===== src/rtl/mio_bus_responder.sv =====
// rtl/mio_bus_responder.sv - CPU bus responder for RAM, LEDs, switches and an optional countdown timer
//
// Optional feature macro: MIO_COUNTER_EN (counter, reload, control, status registers and INT).
//
// Ports
//   clk        in   rising-edge clock
//   reset      in   synchronous active-high reset
//   req        in   CPU access valid, held until MIO_ready
//   mem_w      in   1 = write, 0 = read
//   Addr_in    in   32-bit CPU byte address (bits [1:0] ignored)
//   Data_in    in   32-bit CPU write data
//   Data_out   out  32-bit read data, valid while MIO_ready = 1
//   MIO_ready  out  one-cycle completion pulse
//   INT        out  level interrupt (pending & int_en)
//   ram_addr   out  RAM word address
//   ram_we     out  RAM write enable
//   ram_din    out  RAM write data
//   ram_dout   in   RAM read data (synchronous RAM, 1-cycle read)
//   sw_in      in   16 switches
//   led_out    out  16 LEDs

module mio_bus_responder #(
  parameter int RAM_WAIT = 1,
  parameter int RAM_AW   = 10
) (
  input  logic              clk,
  input  logic              reset,
  input  logic              req,
  input  logic              mem_w,
  input  logic [31:0]       Addr_in,
  input  logic [31:0]       Data_in,
  output logic [31:0]       Data_out,
  output logic              MIO_ready,
  output logic              INT,
  output logic [RAM_AW-1:0] ram_addr,
  output logic              ram_we,
  output logic [31:0]       ram_din,
  input  logic [31:0]       ram_dout,
  input  logic [15:0]       sw_in,
  output logic [15:0]       led_out
);

  // Word addresses (byte address >> 2) of the register map.
  localparam logic [29:0] A_LED    = 30'h3800_0000;
  localparam logic [29:0] A_SW     = 30'h3C00_0000;
  localparam logic [29:0] A_CNT    = 30'h3C00_0001;
  localparam logic [29:0] A_CTRL   = 30'h3C00_0002;
  localparam logic [29:0] A_RELOAD = 30'h3C00_0003;
  localparam logic [29:0] A_STAT   = 30'h3C00_0004;

  localparam logic [3:0] WAIT_LAST = 4'(RAM_WAIT);

  typedef enum logic [1:0] {
    S_IDLE,
    S_WAIT,
    S_ACK
  } state_t;

  state_t      state;
  state_t      state_nxt;
  logic        start;
  logic [3:0]  wait_cnt;
  logic [29:0] word_addr;
  logic        sel_ram;
  logic        sel_led;
  logic        sel_sw;
  logic        wr_fire;
  logic [31:0] rd_mux;
  logic [31:0] tmr_rdata;
  logic        unused_addr_lsb;

  assign word_addr       = Addr_in[31:2];
  assign unused_addr_lsb = &{1'b0, Addr_in[1:0]};
  assign sel_ram         = (Addr_in[31:RAM_AW+2] == '0);
  assign sel_led         = (word_addr == A_LED);
  assign sel_sw          = (word_addr == A_SW);

  // Address and data are held by the CPU for the whole access, so the RAM
  // sees a stable address from IDLE through WAIT.
  assign ram_addr  = Addr_in[RAM_AW+1:2];
  assign ram_din   = Data_in;

  // All write side effects happen on the single IDLE->ACK edge; reset masks
  // that edge so an aborted access leaves no trace.
  assign wr_fire   = start && mem_w && !reset;
  assign ram_we    = wr_fire && sel_ram;
  assign MIO_ready = (state == S_ACK);

  always_ff @(posedge clk) begin
    if (reset) begin
      state <= S_IDLE;
    end else begin
      state <= state_nxt;
    end
  end

  always_comb begin
    state_nxt = state;
    start     = 1'b0;
    case (state)
      S_IDLE: begin
        if (req) begin
          start     = 1'b1;
          state_nxt = (sel_ram && !mem_w) ? S_WAIT : S_ACK;
        end
      end
      S_WAIT: begin
        if (wait_cnt == WAIT_LAST) begin
          state_nxt = S_ACK;
        end
      end
      S_ACK: begin
        // req is deliberately not looked at here; the next access begins in IDLE.
        state_nxt = S_IDLE;
      end
      default: begin
        state_nxt = S_IDLE;
      end
    endcase
  end

  always_comb begin
    rd_mux = tmr_rdata;
    if (sel_led) begin
      rd_mux = {16'h0000, led_out};
    end else if (sel_sw) begin
      rd_mux = {16'h0000, sw_in};
    end
  end

  always_ff @(posedge clk) begin
    if (reset) begin
      wait_cnt <= 4'd1;
      Data_out <= '0;
      led_out  <= '0;
    end else begin
      // wait_cnt counts WAIT cycles starting at 1 on entry.
      if (state == S_WAIT) begin
        wait_cnt <= wait_cnt + 4'd1;
      end else begin
        wait_cnt <= 4'd1;
      end
      if (start && !mem_w && !sel_ram) begin
        Data_out <= rd_mux;
      end
      if (state == S_WAIT && wait_cnt == WAIT_LAST) begin
        Data_out <= ram_dout;
      end
      if (wr_fire && sel_led) begin
        led_out <= Data_in[15:0];
      end
    end
  end

`ifdef MIO_COUNTER_EN
  logic [31:0] counter;
  logic [31:0] reload;
  logic        run;
  logic        auto_rl;
  logic        int_en;
  logic        pending;
  logic        reload_pend;
  logic        wr_cnt;
  logic        wr_ctrl;
  logic        wr_reload;
  logic        wr_stat;
  logic        underflow;

  assign wr_cnt    = wr_fire && (word_addr == A_CNT);
  assign wr_ctrl   = wr_fire && (word_addr == A_CTRL);
  assign wr_reload = wr_fire && (word_addr == A_RELOAD);
  assign wr_stat   = wr_fire && (word_addr == A_STAT);

  // Only a real 1->0 step counts; a CPU write to the counter in the same
  // cycle replaces the decrement and so cancels the event.
  assign underflow = run && (counter == 32'd1) && !wr_cnt;

  always_ff @(posedge clk) begin
    if (reset) begin
      counter     <= '0;
      reload      <= '0;
      run         <= 1'b0;
      auto_rl     <= 1'b0;
      int_en      <= 1'b0;
      pending     <= 1'b0;
      reload_pend <= 1'b0;
    end else begin
      reload_pend <= underflow && auto_rl;
      if (wr_cnt) begin
        counter <= Data_in;
      end else if (reload_pend) begin
        counter <= reload;
      end else if (run && counter != 32'd0) begin
        counter <= counter - 32'd1;
      end
      if (wr_ctrl) begin
        {int_en, auto_rl, run} <= Data_in[2:0];
      end else if (underflow && !auto_rl) begin
        run <= 1'b0;
      end
      if (wr_reload) begin
        reload <= Data_in;
      end
      // A new underflow beats a simultaneous clear so no event is lost.
      if (underflow) begin
        pending <= 1'b1;
      end else if (wr_stat && Data_in[0]) begin
        pending <= 1'b0;
      end
    end
  end

  assign INT = pending & int_en;

  always_comb begin
    tmr_rdata = '0;
    case (word_addr)
      A_CNT:    tmr_rdata = counter;
      A_CTRL:   tmr_rdata = {29'h0, int_en, auto_rl, run};
      A_RELOAD: tmr_rdata = reload;
      A_STAT:   tmr_rdata = {31'h0, pending};
      default:  tmr_rdata = '0;
    endcase
  end
`else
  assign tmr_rdata = '0;
  assign INT       = 1'b0;
`endif

endmodule

===== config.mk =====
export PLATFORM = sky130hd
export DESIGN_NAME = mio_bus_responder
export DESIGN_NICKNAME = d
export VERILOG_FILES = /design/src/rtl/mio_bus_responder.sv
export SDC_FILE = /design/constraint.sdc
export NUM_CORES = 1
export LEC_CHECK = 0
export CORE_MARGIN = 3
export CORE_UTILIZATION = 39
export CTS_BUF_LIST = sky130_fd_sc_hd__clkbuf_4
export CTS_CLUSTER_DIAMETER = 50
export DETAILED_ROUTE_END_ITERATION = 10
export GPL_ROUTABILITY_DRIVEN = 0
export GPL_TIMING_DRIVEN = 1
export MAX_ROUTING_LAYER = met4
export PLACE_DENSITY = 0.95
export SYNTH_ARGS = -nofsm -noshare
export SYNTH_HDL_FRONTEND = slang
export SYNTH_SLANG_ARGS = --single-unit

===== constraint.sdc =====
create_clock -name clk -period 3.7 [get_ports clk]
set_input_delay 0.37 -clock clk [delete_from_list [all_inputs] [get_ports clk]]
set_output_delay 0.37 -clock clk [all_outputs]
set_load 0.05 [all_outputs]

==> results.md <==
* Run status: finished clean
* Global-route wire length before repair at approximately 14000 µm
* Grt total ovfl at 0
* CTS clk-pin slew, worst paths at roughly 0.16 ns
* Worst Setup EP: ram_we
* Slew HR at a little under 50%
* Cell area after synthesis at just under 3000 µm²
* RSZ-0062 raised after global routing: false
* CP max stage cell: or4_4
* Die area at just under 9000 µm²
* Final Hold Viols at 0
* Area leader, netlist: dfxtp_1
* Syn nets at 443
* Post-route clock period utilization at 71.8%
* IO Pins at roughly 210
* Via density at between 5 and 6
* FF+latch count, synth at 54
* Max Cap Viol at 0
* Row count at 31
* Final Critical Period at 2.66 ns
* Synth area leaders: dfxtp_1, buf_4, mux2_2
* Final ANT Viol Nets at 0
* Share of layout cells above drive strength 1 at a little under an eighth
* Total GRT Usage at between 20% and 30%
* Startpoint types: input pin
* Final Util at about three fifths
* Via count at around 2800
* I/O Buffers at roughly 170
* Critical Path RT at between 3 and 4 ns
* Detailed Route WL at 9140 µm
* Slew Limit Fails at 0
* Cell depth of the worst setup path at 6
* VDD IR-drop max at approximately 0.13 mV
* Starting Density at about two fifths
* First-pass iteration count of the detailed router at 4
* Reg2reg setup slack at 1.15 ns
* CP top delay family: simple AND/OR/NAND/NOR gates
* WHS at 0.463 ns
* Sequential fraction of the synthesis area at ~36%
* Synth top area share at a little over a third
* Number of global-route vias before repair at 2999
* Post-DR wirelength/cell at between 15 and 20 µm
* Setup ws final at about 1.0 ns
* Layout fillers at around 580
* Final nets at 564
* Worst Path Buf+Inv at 3
* Worst path max stage delay at 0.60 ns
* Drt drc at 0
* Die width at between 90 and 100 µm
* H-tree Lvls at 2
* Hold Crit Depth at 1
* Fin Setup TNS at 0 ns
* Asr flop ratio synth at 0%
* Core area at 7330 µm²
* Ys flop type: dfxtp_1
* Post-CTS sizing at 0
* CP max FO at 18
* CTS Buf Count at 5
* Crit path launch: Addr_in[28]
* Reg2reg path depth at 6
* HPWL after DPL at ~7200 µm
* Syn_area_per_cell at between 9 and 10 µm²
* Worst-path cell chain: clkdlybuf4s50_1, buf_4, or4_4, or2_2, nor2_1, buf_12
* CTS sink cnt at 54
* Ant. Diodes at 0
* R2r endpoint: Data_out[10]$_SDFFE_PP0P_
* Root buffer cell: clkbuf_4
* Detailed router's first-iteration violation count at approximately 80
* Least-Margin Pin Slew at between 0.7 and 0.8 ns
* Layout area overhead at 52.6%
* Setup Buffers After CTS at 0
* PwrDens at ~280 nW/µm²
* YS warnings at 0
* Initial antenna violation count at 0
* CTS max path bufs at 2
* # hold bufs at CTS at 0
* Pin count of the biggest net entering global routing at 53
* Worst-skew pair later-pin latency at 0.37 ns
* WS Path Type: input pin to primary output
* Chip Height at ~93 µm
* EDFF count, synth at 0
* HP Class: register to register
* Dpl ws at ~0.96 ns
* Worst R2R Start: wait_cnt[0]$_SDFF_PP1_
* WP data arrival at 2.29 ns
* CTS tree: built
* Yosys cell types at 43
* Leak pwr at between 1.5 and 2 nW
* Gate Count Post-Synth at between 300 and 400
* Clk_skew at around 0.0093 ns
* Maximum clock rate at between 0.3 and 0.4 GHz
* Final-report setup violation count at 0
* Worst setup EP type: primary output
[registers in the layout, indices dropped and copies added (netlist names)]
register and count:
wait_cnt 4, Data_out 32, state 2, led_out 16
[synth_stat cells (2+ instances only)]
master and count:
a221oi_1 5, a221oi_2 10, a22oi_1 15, a2bb2oi_1 16, buf_1 3, buf_2 7, buf_4 44, buf_6 2
clkbuf_1 8, dfxtp_1 54, ha_1 2, inv_1 2, mux2_2 15, nand2_1 33, nand2b_1 18, nand4_1 2
nor2_1 43, nor3_1 2, nor4_4 4, o21ai_0 14, o21ai_1 3, or2_2 2
[report_power, final]
part	leakage, nW	switching (mW)	total (mW)	internal (mW)
Combinational	1.09	0.170	0.335	0.165
Sequential	0.437	0.00636	0.599	0.593
Clock	0.0456	0.195	0.340	0.144
Total	1.57	0.372	1.27	0.902
[through the flow]
step / cells / cell area, µm² / total power [mW]
CTS: 546 / 4520 / 1.29
floorplan: 325 / 2970 / 0.838
finish: 546 / 4520 / 1.27
detailed placement: 538 / 4440 / 0.948
global route: 546 / 4520 / 1.32
global placement: 538 / 4440 / 0.943
[how the worst min path moves through the flow]
| stage | to | startpoint | slack (ns) |
|---|---|---|---|
| finish | wait_cnt[0]$_SDFF_PP1_ | wait_cnt[0]$_SDFF_PP1_ | 0.46 |
| global route | wait_cnt[0]$_SDFF_PP1_ | wait_cnt[0]$_SDFF_PP1_ | 0.50 |
| CTS | wait_cnt[0]$_SDFF_PP1_ | wait_cnt[0]$_SDFF_PP1_ | 0.47 |
| detailed placement | wait_cnt[0]$_SDFF_PP1_ | wait_cnt[0]$_SDFF_PP1_ | 0.43 |
| global placement | wait_cnt[0]$_SDFF_PP1_ | wait_cnt[0]$_SDFF_PP1_ | 0.41 |
| floorplan | wait_cnt[0]$_SDFF_PP1_ | wait_cnt[0]$_SDFF_PP1_ | 0.39 |
[layout make-up]
| type | count | area (µm²) | area share [%] |
|---|---|---|---|
| clock buffers | 5 | 37.5 | 0.830 |
| clock inverters | 3 | 43.8 | 0.968 |
| well taps | 99 | 124 | 2.74 |
| flip-flops and latches | 54 | 1080 | 23.9 |
| repair buffers | 178 | 1770 | 39.2 |
| multi-input cells | 205 | 1460 | 32.2 |
| inverters | 2 | 7.51 | 0.166 |
[kinds of logic after synthesis]
kind of cell	count (synthesis)	synth area share [%]
other	1	0.126
adders and majority gates	2	0.844
AOI/OAI and AO/OA	68	19.6
DFF	54	36.5
xor gates and xnor gates	2	0.591
and+or+nand+nor	116	21.6
buffers and inverters	66	14.7
muxes	16	6.03
[worst register-to-register path: cells and delay by family, from the launching register on]
| family | cells | cell delay, ns |
|---|---|---|
| simple gates | 2 | 0.94 |
| compound gates | 2 | 0.51 |
| flops | 1 | 0.43 |
| fa+ha+maj | 1 | 0.17 |
| buf+inv | 1 | 0.43 |
[metal layers]
metal / part of all wire (%) / routed length [µm] / global-route usage (%)
met4: 1.7 / 156 / 5.49
met2: 53 / 4880 / 39.8
met3: 7.1 / 650 / 5.07
met1: 38 / 3460 / 22.6
met5: 0 / 0 / -
[cell usage in the layout, fill, tap and decap left out, types with 2 or more instances in the layout]
| cell type | netlist | layout |
|---|---|---|
| o21ai_1 | 3 | 3 |
| nor2_1 | 43 | 43 |
| nor4_4 | 4 | 5 |
| nand2_1 | 33 | 33 |
| ha_1 | 2 | 2 |
| a2bb2oi_1 | 16 | 16 |
| nand2b_1 | 18 | 18 |
| a221oi_2 | 10 | 10 |
| dfxtp_1 | 54 | 54 |
| clkdlybuf4s50_1 | 0 | 171 |
| nor3_1 | 2 | 2 |
| o21ai_0 | 14 | 14 |
| a221oi_1 | 5 | 5 |
| nand4_1 | 2 | 2 |
| mux2_2 | 15 | 15 |
| clkbuf_4 | 0 | 5 |
| or2_2 | 2 | 2 |
| buf_4 | 44 | 5 |
| inv_1 | 2 | 2 |
| a22oi_1 | 15 | 15 |
No activity file was read; power rests on OpenSTA's default activity.
